--- config.mk ---
export PLATFORM = sky130hd
export DESIGN_NAME = soc_system_pll_lock_ctrl_flat
export DESIGN_NICKNAME = d
export VERILOG_FILES = /design/src/rtl/soc_system_pll_lock_ctrl_pkg.sv /design/src/rtl/soc_system_pll_lock_ctrl_if.sv /design/src/rtl/soc_system_pll_lock_ctrl_sync_bit.sv /design/src/rtl/soc_system_pll_lock_ctrl.sv /design/src/flat_wrapper.sv
export SDC_FILE = /design/constraint.sdc
export NUM_CORES = 1
export LEC_CHECK = 0
export BUFFER_PORTS_ARGS = -buffer_cell sky130_fd_sc_hd__clkbuf_2
export CORE_MARGIN = 5
export CORE_UTILIZATION = 50
export CTS_CLUSTER_SIZE = 28
export DETAILED_ROUTE_END_ITERATION = 10
export GPL_ROUTABILITY_DRIVEN = 0
export PLACE_DENSITY = 0.76
export SLEW_MARGIN = 40
export SYNTH_ARGS = -nofsm -noshare
export SYNTH_HDL_FRONTEND = slang
export SYNTH_SLANG_ARGS = --single-unit
--- constraint.sdc ---
create_clock -name refclk -period 6.7 [get_ports refclk]
set_input_delay 0.67 -clock refclk [delete_from_list [all_inputs] [get_ports refclk]]
set_output_delay 0.67 -clock refclk [all_outputs]
set_load 0.05 [all_outputs]
--- src/rtl/soc_system_pll_lock_ctrl_pkg.sv ---
// Shared types and elaboration helpers for the PLL lock supervisor.
// Imported by the supervisor top; the CDC cell stays package-free for reuse.
package soc_system_pll_pkg;

  typedef enum logic [2:0] {
    RESET_PLL = 3'd0,
    WAIT_LOCK = 3'd1,
    DEBOUNCE  = 3'd2,
    RUN       = 3'd3,
    FAULT     = 3'd4
  } pll_state_e;

  function automatic int clog2(input longint value);
    int     result;
    longint span;
    result = 0;
    span   = 1;
    while (span < value) begin
      span   = span << 1;
      result = result + 1;
    end
    return result;
  endfunction

  function automatic int max_of(input int a, input int b);
    return (a > b) ? a : b;
  endfunction

endpackage

--- src/rtl/soc_system_pll_lock_ctrl_if.sv ---
// PLL-side and system-side signals of the lock supervisor.
// The supervisor uses the slave view; the PLL wrapper or bench uses the master view.
interface soc_system_pll_lock_ctrl_if #(
  parameter int CNT_W = 8
);
  logic             locked;
  logic             relock_req;
  logic             pll_rst;
  logic             sys_rst;
  logic             lock_stable;
  logic             fault;
  logic [CNT_W-1:0] relock_count;

  modport master (
    output locked, relock_req,
    input  pll_rst, sys_rst, lock_stable, fault, relock_count
  );

  modport slave (
    input  locked, relock_req,
    output pll_rst, sys_rst, lock_stable, fault, relock_count
  );
endinterface

--- src/rtl/soc_system_pll_lock_ctrl_sync_bit.sv ---
// Two-flop synchronizer for a single asynchronous level; resets to 0.
module soc_system_sync_bit (
  input  logic clk,
  input  logic rst,
  input  logic d,
  output logic q
);
  logic meta;

  always_ff @(posedge clk or posedge rst) begin
    if (rst) begin
      meta <= 1'b0;
      q    <= 1'b0;
    end else begin
      meta <= d;
      q    <= meta;
    end
  end
endmodule

--- src/rtl/soc_system_pll_lock_ctrl.sv ---
// PLL lock supervisor: sequences the PLL reset, debounces lock and gates the system reset.
// Clocked by the free-running reference so it keeps working while the PLL is down.
module soc_system_pll_lock_ctrl
  import soc_system_pll_pkg::*;
#(
  parameter int RST_CYCLES    = 16,
  parameter int LOCK_TIMEOUT  = 500000,
  parameter int STABLE_CYCLES = 1024,
  parameter int MAX_RETRIES   = 8,
  parameter int CNT_W         = 8
) (
  input logic                      refclk,
  input logic                      rst,
  soc_system_pll_lock_ctrl_if.slave bus
);
  localparam int TMR_RAW = clog2(max_of(max_of(RST_CYCLES, LOCK_TIMEOUT), STABLE_CYCLES));
  localparam int TMR_W   = (TMR_RAW < 1) ? 1 : TMR_RAW;
  localparam int RTY_W   = clog2(MAX_RETRIES + 1);

  localparam logic [TMR_W-1:0] RST_LAST     = TMR_W'(RST_CYCLES - 1);
  localparam logic [TMR_W-1:0] TIMEOUT_LAST = TMR_W'(LOCK_TIMEOUT - 1);
  localparam logic [TMR_W-1:0] STABLE_LAST  = TMR_W'(STABLE_CYCLES - 1);
  localparam logic [RTY_W-1:0] RTY_LIMIT    = RTY_W'(MAX_RETRIES);

  pll_state_e       state, state_nxt;
  logic [TMR_W-1:0] timer, timer_nxt;
  logic [RTY_W-1:0] retries, retries_nxt;
  logic [CNT_W-1:0] relocks, relocks_nxt;
  logic             lk_s;
  logic             pll_rst_q, sys_rst_q, lock_stable_q, fault_q;

  soc_system_sync_bit u_lock_sync (
    .clk (refclk),
    .rst (rst),
    .d   (bus.locked),
    .q   (lk_s)
  );

  always_ff @(posedge refclk or posedge rst) begin
    if (rst) begin
      state   <= RESET_PLL;
      timer   <= '0;
      retries <= '0;
      relocks <= '0;
    end else begin
      state   <= state_nxt;
      timer   <= timer_nxt;
      retries <= retries_nxt;
      relocks <= relocks_nxt;
    end
  end

  // One shared timer: every state change clears it, so each state measures from its own entry.
  always_comb begin
    state_nxt   = state;
    timer_nxt   = timer + 1'b1;
    retries_nxt = retries;
    relocks_nxt = relocks;
    case (state)
      RESET_PLL: begin
        if (timer == RST_LAST) begin
          state_nxt = WAIT_LOCK;
          timer_nxt = '0;
        end
      end
      WAIT_LOCK: begin
        if (lk_s) begin
          state_nxt = DEBOUNCE;
          timer_nxt = '0;
        end else if (timer == TIMEOUT_LAST) begin
          timer_nxt   = '0;
          retries_nxt = retries + 1'b1;
          state_nxt   = (retries_nxt == RTY_LIMIT) ? FAULT : RESET_PLL;
        end
      end
      DEBOUNCE: begin
        if (!lk_s) begin
          state_nxt = WAIT_LOCK;
          timer_nxt = '0;
        end else if (timer == STABLE_LAST) begin
          state_nxt   = RUN;
          timer_nxt   = '0;
          retries_nxt = '0;
        end
      end
      RUN: begin
        timer_nxt = '0;
        if (!lk_s || bus.relock_req) begin
          state_nxt = RESET_PLL;
          if (relocks != '1) relocks_nxt = relocks + 1'b1;
        end
      end
      FAULT: begin
        timer_nxt = '0;
      end
      default: begin
        state_nxt = RESET_PLL;
        timer_nxt = '0;
      end
    endcase
  end

  // Outputs are decoded from the next state so they line up with the state register.
  always_ff @(posedge refclk or posedge rst) begin
    if (rst) begin
      pll_rst_q     <= 1'b1;
      sys_rst_q     <= 1'b1;
      lock_stable_q <= 1'b0;
      fault_q       <= 1'b0;
    end else begin
      pll_rst_q     <= (state_nxt == RESET_PLL) || (state_nxt == FAULT);
      sys_rst_q     <= (state_nxt != RUN);
      lock_stable_q <= (state_nxt == RUN);
      fault_q       <= (state_nxt == FAULT);
    end
  end

  assign bus.pll_rst      = pll_rst_q;
  assign bus.sys_rst      = sys_rst_q;
  assign bus.lock_stable  = lock_stable_q;
  assign bus.fault        = fault_q;
  assign bus.relock_count = relocks;
endmodule

--- src/flat_wrapper.sv ---
// flat-port wrapper written by rule: the top's interface ports become plain ports
module soc_system_pll_lock_ctrl_flat import soc_system_pll_pkg::*;
#(
  parameter int RST_CYCLES    = 16,
  parameter int LOCK_TIMEOUT  = 500000,
  parameter int STABLE_CYCLES = 1024,
  parameter int MAX_RETRIES   = 8,
  parameter int CNT_W         = 8
)
  (refclk, rst, bus_locked, bus_relock_req, bus_pll_rst, bus_sys_rst, bus_lock_stable, bus_fault, bus_relock_count);
  soc_system_pll_lock_ctrl_if #(.CNT_W(CNT_W)) bus_i ();
  input logic refclk;
  input logic rst;
  input wire logic [$bits(bus_i.locked)-1:0] bus_locked;
  input wire logic [$bits(bus_i.relock_req)-1:0] bus_relock_req;
  output wire logic [$bits(bus_i.pll_rst)-1:0] bus_pll_rst;
  output wire logic [$bits(bus_i.sys_rst)-1:0] bus_sys_rst;
  output wire logic [$bits(bus_i.lock_stable)-1:0] bus_lock_stable;
  output wire logic [$bits(bus_i.fault)-1:0] bus_fault;
  output wire logic [$bits(bus_i.relock_count)-1:0] bus_relock_count;
  assign bus_i.locked = bus_locked;
  assign bus_i.relock_req = bus_relock_req;
  assign bus_pll_rst = bus_i.pll_rst;
  assign bus_sys_rst = bus_i.sys_rst;
  assign bus_lock_stable = bus_i.lock_stable;
  assign bus_fault = bus_i.fault;
  assign bus_relock_count = bus_i.relock_count;
  soc_system_pll_lock_ctrl #(.RST_CYCLES(RST_CYCLES), .LOCK_TIMEOUT(LOCK_TIMEOUT), .STABLE_CYCLES(STABLE_CYCLES), .MAX_RETRIES(MAX_RETRIES), .CNT_W(CNT_W)) u_core (.refclk(refclk), .rst(rst), .bus(bus_i));
endmodule
# Word-level counts from Yosys, hierarchy flattened
# Cells that the tools add are included.
totals:
  reg_bits: 40
  inputBits: 4
  output_inout_bits: 12
  wordCells: 56
op_classes:
  add_sub_neg: 3
  eq_ne: 16
  mux: 19
  reduce_logical: 8
ops:
  columns: ["cell", "n"]
  rows:
  - ["$mux 19", 5]
  - ["$pmux 19 s3", 1]
  - ["$mux 3", 7]
  - ["$add 19x1->19 const B", 1]
  - ["$eq 19x10->1 const B", 1]
  - ["$eq 19x19->1 const B", 1]
  - ["$eq 19x4->1 const B", 1]
  - ["$mux 4", 4]
  - ["$pmux 3 s5", 1]
  - ["$eq 3x2->1 const B", 3]
  - ["$add 8x1->8 const B", 1]
  - ["$ne 8x8->1 const B", 1]
  - ["$pmux 4 s2", 1]
  - ["$eq 3x3->1 const B", 2]
  - ["$logic_not 3->1", 2]
  - ["$reduce_and 5->1", 1]
  - ["$add 4x1->4 const B", 1]
  - ["$eq 4x4->1 const B", 1]
  - ["$ne 2x1->1 const B", 2]
  - ["$ne 2x2->1 const B", 2]
  - ["$eq 3x1->1 const B", 1]
  - ["$ne 3x2->1 const B", 1]
  - ["$reduce_and 3->1", 1]
  - ["$logic_or 1x1->1", 2]
  - ["2 further kinds", 2]

# Logic depth before layout (Yosys ltp)
# Gate-level depths: netlist of the first run.
logic_depth:
  ltp_word: 8
  mapped_depth: 7
  mapped_depth_nobuf: 6

# Cells and area by module
# From an unflattened synthesis of the first run, not the netlist that was laid out.
unflattened:
  cells_unflattened: 190
  hier_area_um2: 2020.7
modules_own_cells:
  columns: ["mod", "n_inst", "cells_each", "area_per_inst_um2", "seq_area_each_um2"]
  rows:
  - ["soc_system_pll_lock_ctrl", 1, 187, 1966.9, 953.4]
  - ["soc_system_sync_bit", 1, 3, 53.8, 50.0]

# Worst setup path after synthesis of the first run
# Ideal clock, no wire load.
synth_timing:
  path_type: "register to register"
  from: "reg u_core.timer[0]"
  to: "reg u_core.timer[12]"
  arrival_time_ns: 2.064
  required_ns: 6.581
  path_slack_ns: 4.518
  stages_incl_launch_ff: 8
  period_less_slack_ns: 2.182
  path_cell_list: "dfrtp_1 ha_1 nand3_2 or3_1 or3_4 a221oi_4 buf_6 nor2_1"
synth_between:
  elab_chain_cells: 4
  elab_cells_between_ends: 10
synth_lines:
  columns: ["item", "line", "text"]
  rows:
  - ["start: declaration", "soc_system_pll_lock_ctrl.sv:26", "logic [TMR_W-1:0] timer, timer_nxt;"]
  - ["start signal: assignment", "soc_system_pll_lock_ctrl.sv:47", "timer <= timer_nxt;"]
  - ["$add 19x1->19, or another cell as far along", "soc_system_pll_lock_ctrl.sv:56", "timer_nxt = timer + 1'b1;"]
  - ["$mux 19, on equally long branches", "soc_system_pll_lock_ctrl.sv:80, soc_system_pll_lock_ctrl.sv:70", null]
  - ["$mux 19, on equally long branches", "soc_system_pll_lock_ctrl.sv:77, soc_system_pll_lock_ctrl.sv:67", null]
  - ["$pmux 19 s3 *", "soc_system_pll_lock_ctrl.sv:59", "case (state)"]
  - ["named net u_core.timer_nxt[12]", "soc_system_pll_lock_ctrl.sv:26", null]
# Mark *: on every way through the listed nets, which the timed path passes. The rest lies on a longest branch.
# A chain may end at the register's enable or synchronous reset.

# Worst setup path after layout of the first run
layout_timing:
  from: "reg u_core.timer[0]"
  to: "reg u_core.timer[15]"
# Same word-level chain as after synthesis.

==> results_dict.tcl, run 1 <==
set metrics [dict create \
    vias_per_cell 5.43 \
    cts_tree "built" \
    critical_path_peak_fanout 19 \
    relSlewSlack_pct 46.2 \
    r2r-start "u_core.timer[0]" \
    drt_iter0_drc 106 \
    setup_viol 0 \
    power_frac_comb_pct 26.5 \
    ys.flop_type "dfrtp_1" \
    grt_pass1_wl_um 6330 \
    coreArea_um2 3740 \
    synth_warnings 0 \
    ioPinCount 16 \
    fin_nets 220 \
    crit_end "u_core.timer[15]" \
    fin_tns_setup_ps 0 \
    ant_nets 0 \
    synth.distinct_cells 39 \
    peakVddDrop_mv 0.157 \
    cts_buffer_depth 2 \
    drive_above_1_share_pct 15.0 \
    dpl_cell_area_um2 2100 \
    internal-power_mw 0.413 \
    rsz0062_at_grt "no" \
    finClkSkew_ps 7.33 \
    cts_root_buffer "clkbuf_8" \
    cts_hold_buffers 0 \
    finalHoldViolCount 0 \
    min_period_ps 2540 \
    rows 22 \
    final_common_cell "dfrtp_1" \
    switching_share_pct 34.9 \
    dr_total_vias 1417 \
    synth_edf_count 0 \
    syn_nets 198 \
    synth.avg_cell_area_um2 10.3 \
    r2r_end "u_core.timer[15]" \
    fill_cells 352 \
    grt_max_degree 41 \
    start_util_pct 52.5 \
    clockPowerShare_pct 25.6 \
    worst_slew_pin_slew_ps 807 \
    clk_pin_slew_worst_paths_ps 70 \
    grt_usage_pct 15.4 \
    synthToLayoutAreaGrowth_pct 11.3 \
    dieArea_um2 5280 \
    stdcell_area_um2 2190 \
    cp.arrival_ps 2680 \
    drt_wl_total_um 3590 \
    async_reset_ff_share_pct 100 \
    p_leak_nw 1.01 \
    critPathKind "reg -> reg" \
    synth_area_leaders "dfrtp_1 (48%), xnor2_1 (5.8%), xor2_1 (5.4%), nor2_1 (5.2%), nand2_1 (3.1%)" \
    grt_pass1_vias 1422 \
    synth_top_cell_area_share_pct 48.4 \
    setup_slack_ps 4160 \
    cts_buffers 5 \
    crit_required_ps 6840 \
    end_kind "register" \
    cts_htree_levels 2 \
    post-dp-hpwl_um 2550 \
    antenna_found_initial 0 \
    slew_viol_final 0 \
    clock_latency_ps 290 \
    min_path_type "reg -> reg" \
    yosysTopAreaCell "dfrtp_1" \
    wl_per_cell_um 13.7 \
    diodes 0 \
    dieHeight_um 72.7 \
    final_cell_mix "dfrtp_1 (38), nor2_1 (27), nand2_1 (16)" \
    fin_cells 261 \
    start_kind "register" \
    maxCapViolCount 0 \
    ff2ff_path_depth 6 \
    netlist_area_um2 1960 \
    rrSetupSlack_ps 4160 \
    io_buffers 15 \
    synthCells 190 \
    run_status "complete, no violations" \
    post-cts-setup-buffer-count 0 \
    grt_overflow_total 0 \
    route.detailed.drc 0 \
    pre_cts_slack_ps 4180 \
    clock-sinks 40 \
    cts-resized-gates 0 \
    die_w_um 72.7 \
    yosys_register_bits 40 \
    cellPowerDensity_nw_per_um2 290 \
    timing.critical_path.from "u_core.timer[0]" \
    synth-seq-area-share_pct 51.1 \
    dr.pass1.iters 4 \
    fmax_ghz 0.394 \
    place_inst 253 \
    pwr-share-seq_pct 47.9 \
    switchingPower_mw 0.221 \
    final_util_pct 58.4 \
    finalCritPeriodShare_pct 37.9 \
]
## flip-flops by register name (all words and copies together) (netlist names)
name                     flops
u_core.u_lock_sync.meta      1
u_core.timer                19
u_core.bus.pll_rst           1
u_core.bus.sys_rst           1
u_core.state                 3
u_core.retries               4
u_core.u_lock_sync.q         1
u_core.bus.relock_count      8
u_core.bus.fault             1
u_core.bus.lock_stable       1
## cell usage after synthesis, types with 4 or more instances
library cell / count
nor3_1: 4
xnor2_1: 13
xor2_1: 12
ha_1: 4
nor2_1: 27
inv_1: 8
dfrtp_1: 38
nand3_1: 8
o21ai_0: 5
nor4_1: 6
nand2_1: 16
nand4_1: 9
and3_1: 6
## area by class of cell
type,instances,area [um2],area share (%)
Clock buffer,8,90.1,4.12
Inverter,8,30.0,1.37
Multi-Input combinational cell,141,920,42.1
Sequential cell,40,1000,45.9
Tap cell,48,60.1,2.75
Timing Repair Buffer,16,82.6,3.78
## routing by layer
layer / share of wire [%] / GRT usage [%] / up-vias
li1: - / - / 708
met1: 48 / 19.2 / 686
met2: 48 / 24.8 / 19
met3: 2.5 / 3.86 / 4
met4: 1.6 / 7.38 / 0
met5: 0 / 0 / -
## worst max-delay path, stage by stage, from the launching register on
cell and delay [ps]:
dfrtp_1 380, ha_1 210, nand3_2 150, nor3_1 520, nand4_1 260, a221oi_4 740
nor2_1 120
## through the flow
stage	hold slack [ps]	power, mW
after CTS	364	0.640
after detailed placement	350	0.477
after global placement	334	0.471
after floorplan	331	0.445
final	358	0.634
after global routing	375	0.674
## power by group through the flow
stage | sequential, mW | combinational, mW | clock [mW]
floorplan | 0.328 | 0.116 | 0
global placement | 0.305 | 0.166 | 0
detailed placement | 0.308 | 0.169 | 0
CTS | 0.304 | 0.170 | 0.167
global route | 0.309 | 0.189 | 0.176
finish | 0.304 | 0.168 | 0.162
## cell families after synthesis
kind of cell	synth area share, %
mux	1.08
xor+xnor	11.1
fa+ha+maj	2.55
simple gates	25.4
buf+inv	2.10
compound gates	6.62
flops	51.1
## how the worst min path moves through the flow
| stage | from | end | slack (ps) | cells past startpoint |
|---|---|---|---|---|
| 2_1_floorplan | u_core.u_lock_sync.meta | u_core.u_lock_sync.q | 330 | 0 |
| 3_3_place_gp | u_core.u_lock_sync.meta | u_core.u_lock_sync.q | 330 | 0 |
| 3_5_place_dp | u_core.u_lock_sync.meta | u_core.u_lock_sync.q | 350 | 0 |
| 4_1_cts | u_core.u_lock_sync.meta | u_core.u_lock_sync.q | 360 | 0 |
| 5_1_grt | u_core.u_lock_sync.meta | u_core.u_lock_sync.q | 380 | 0 |
| 6_report | u_core.u_lock_sync.meta | u_core.u_lock_sync.q | 360 | 0 |
Note: power is estimated with default switching activity, not from simulation.
==> inputs of run 2 (changes only) <==
--- a/config.mk
+++ b/config.mk
@@ -11,7 +11,7 @@
 export CTS_CLUSTER_SIZE = 28
 export DETAILED_ROUTE_END_ITERATION = 10
 export GPL_ROUTABILITY_DRIVEN = 0
-export PLACE_DENSITY = 0.76
+export PLACE_DENSITY = 0.79
 export SLEW_MARGIN = 40
 export SYNTH_ARGS = -nofsm -noshare
 export SYNTH_HDL_FRONTEND = slang
==> constraint.sdc (replaced) <==
create_clock -name refclk -period 2.18 [get_ports refclk]
set_input_delay 0.218 -clock refclk [delete_from_list [all_inputs] [get_ports refclk]]
set_output_delay 0.218 -clock refclk [all_outputs]
set_load 0.05 [all_outputs]
==> run 2 against run 1 <==
Combinational power grew to 3.6 times the previous value. Routed wire length shrank 0.36%. Die area unchanged. Final area grew 5.6%. Utilization up 3.2 points. First-iteration DRC count fell by 31%. Clock skew decreased by 3.6 ps. Global-route usage down 0.12 points. Critical endpoint is now u_core.bus.pll_rst. Largest power group unchanged. Highest routed layer unchanged.
==> results_dict.tcl, run 2 (same netlist as run 1, synthesis figures left out) <==
set metrics [dict create \
    fin_cells 272 \
    finalHoldViolCount 0 \
    grt_pass1_vias 1461 \
    drive_above_1_share_pct 20.5 \
    grt_use_met1_pct 18.3 \
    clock-sinks 40 \
    grt_use_met3_pct 4.13 \
    place_inst 264 \
    diodes 0 \
    slowest_delay_ps 430 \
    clk_pin_slew_worst_paths_ps 80 \
    regArea_um2 1000 \
    grt_pass1_wl_um 6310 \
    dieArea_um2 5280 \
    wl_per_cell_um 13.1 \
    switchingPower_mw 0.716 \
    post-cts-setup-buffer-count 0 \
    cts_tree "built" \
    crit_required_ps 2410 \
    critPathKind "reg -> reg" \
    cts-resized-gates 0 \
    run_status "complete, no violations" \
    p_leak_nw 1.08 \
    cp_num_buf_inv 1 \
    busiest_layer "met2" \
    slew_viol_final 0 \
    cts_htree_levels 2 \
    cpLargestDelayFamily "compound AO/OA/AOI/OAI gates" \
    peakVddDrop_mv 0.505 \
    maxCapViolCount 0 \
    slowest_stage "a2111oi_2" \
    clockPowerShare_pct 28.0 \
    cts_root_buffer "clkbuf_8" \
    final_util_pct 61.6 \
    drt_iter0_drc 73 \
    top_register "u_core.timer" \
    coreArea_um2 3740 \
    io_buffers 15 \
    final_common_cell "dfrtp_1" \
    start_kind "register" \
    rsz0062_at_grt "no" \
    switching_share_pct 33.5 \
    pwr-share-seq_pct 43.5 \
    worst_slew_pin_slew_ps 496 \
    grt_overflow_total 0 \
    cts_buffer_depth 2 \
    grt_use_met2_pct 24.8 \
    finalCritPeriodShare_pct 94.5 \
    fin_tns_setup_ps 0 \
    dpl_cell_area_um2 2190 \
    antenna_found_initial 0 \
    dr_total_vias 1474 \
    rows 22 \
    ant_nets 0 \
    min_period_ps 2060 \
    cts_hold_buffers 0 \
    min_path_type "in -> async" \
    cts_buffers 5 \
    dr.pass1.iters 4 \
    route.detailed.drc 0 \
    synthToLayoutAreaGrowth_pct 17.5 \
    critical_path_peak_fanout 7 \
    drt_wl_total_um 3570 \
    setup_viol 0 \
    fin_nets 231 \
    stdcell_area_um2 2310 \
    post-dp-hpwl_um 2580 \
    largest_register_ff_count 19 \
    cellPowerDensity_nw_per_um2 926 \
    ioPinCount 16 \
    die_w_um 72.7 \
    power_frac_comb_pct 28.5 \
    vias_per_cell 5.42 \
    dieHeight_um 72.7 \
    fmax_ghz 0.485 \
    final_cell_mix "dfrtp_1 (38), nor2_1 (27), nand2_1 (16)" \
    cp_cell_sequence "ha_1 -> nand3_2 -> buf_4 -> or2_2 -> o21ba_2 -> a2111oi_2 -> and2_1" \
    end_kind "register" \
    relSlewSlack_pct 66.9 \
    finClkSkew_ps 3.69 \
    internal-power_mw 1.42 \
    fill_cells 325 \
    multi_input_area_um2 925 \
    grt_max_degree 41 \
    cp.arrival_ps 2290 \
    grt_usage_pct 15.3 \
    start_util_pct 52.5 \
    clock_latency_ps 290 \
]
[run 2: worst paths after layout]
path	from	end	slack (ps)	depth (start not counted)
worst max-delay path	u_core.timer[0]	u_core.bus.pll_rst	120	7
worst min-delay path	rst	u_core.bus.relock_count[1]	10	3
worst max register to register	u_core.timer[0]	u_core.bus.pll_rst	120	7
worst min register to register	u_core.u_lock_sync.meta	u_core.u_lock_sync.q	350	0
max in group asynchronous	rst	u_core.bus.pll_rst	1800	3
min in group refclk	bus_locked	u_core.u_lock_sync.meta	30	1
[run 2: worst register-to-register path: stages, from the launching register on]
cell	delay (ps)
dfrtp_1	380
ha_1	220
nand3_2	90
buf_4	170
or2_2	270
o21ba_2	230
a2111oi_2	430
and2_1	220
[run 2: cell type report]
cell class / instances / area share, %
Sequential cell: 40 / 43.5
Clock inverter: 3 / 1.84
Multi-Input combinational cell: 141 / 40.1
Tap cell: 48 / 2.60
Timing Repair Buffer: 27 / 7.70
Clock buffer: 5 / 2.98
Inverter: 8 / 1.30
[run 2: layer usage]
metal  part of all wire, %  vias to the layer above
li1                      -                      733
met1                    46                      711
met2                    49                       22
met3                   3.0                        8
met4                   2.3                        0
met5                     0                        -
[run 2: power groups by stage]
stage / clock network [mW] / registers [mW] / logic (mW)
2_1_floorplan: 0 / 1.01 / 0.362
3_3_place_gp: 0 / 0.935 / 0.596
3_5_place_dp: 0 / 0.940 / 0.610
4_1_cts: 0.618 / 0.926 / 0.616
5_1_grt: 0.642 / 0.943 / 0.657
6_report: 0.598 / 0.930 / 0.608
[run 2: stage by stage]
step	setup WS, ps	hold WS [ps]	total power, mW
after global placement	163	328	1.53
after floorplan	5.73	249	1.37
after global routing	4.08	18.0	2.24
after CTS	107	14.0	2.16
after detailed placement	128	332	1.55
final	120	13.8	2.14
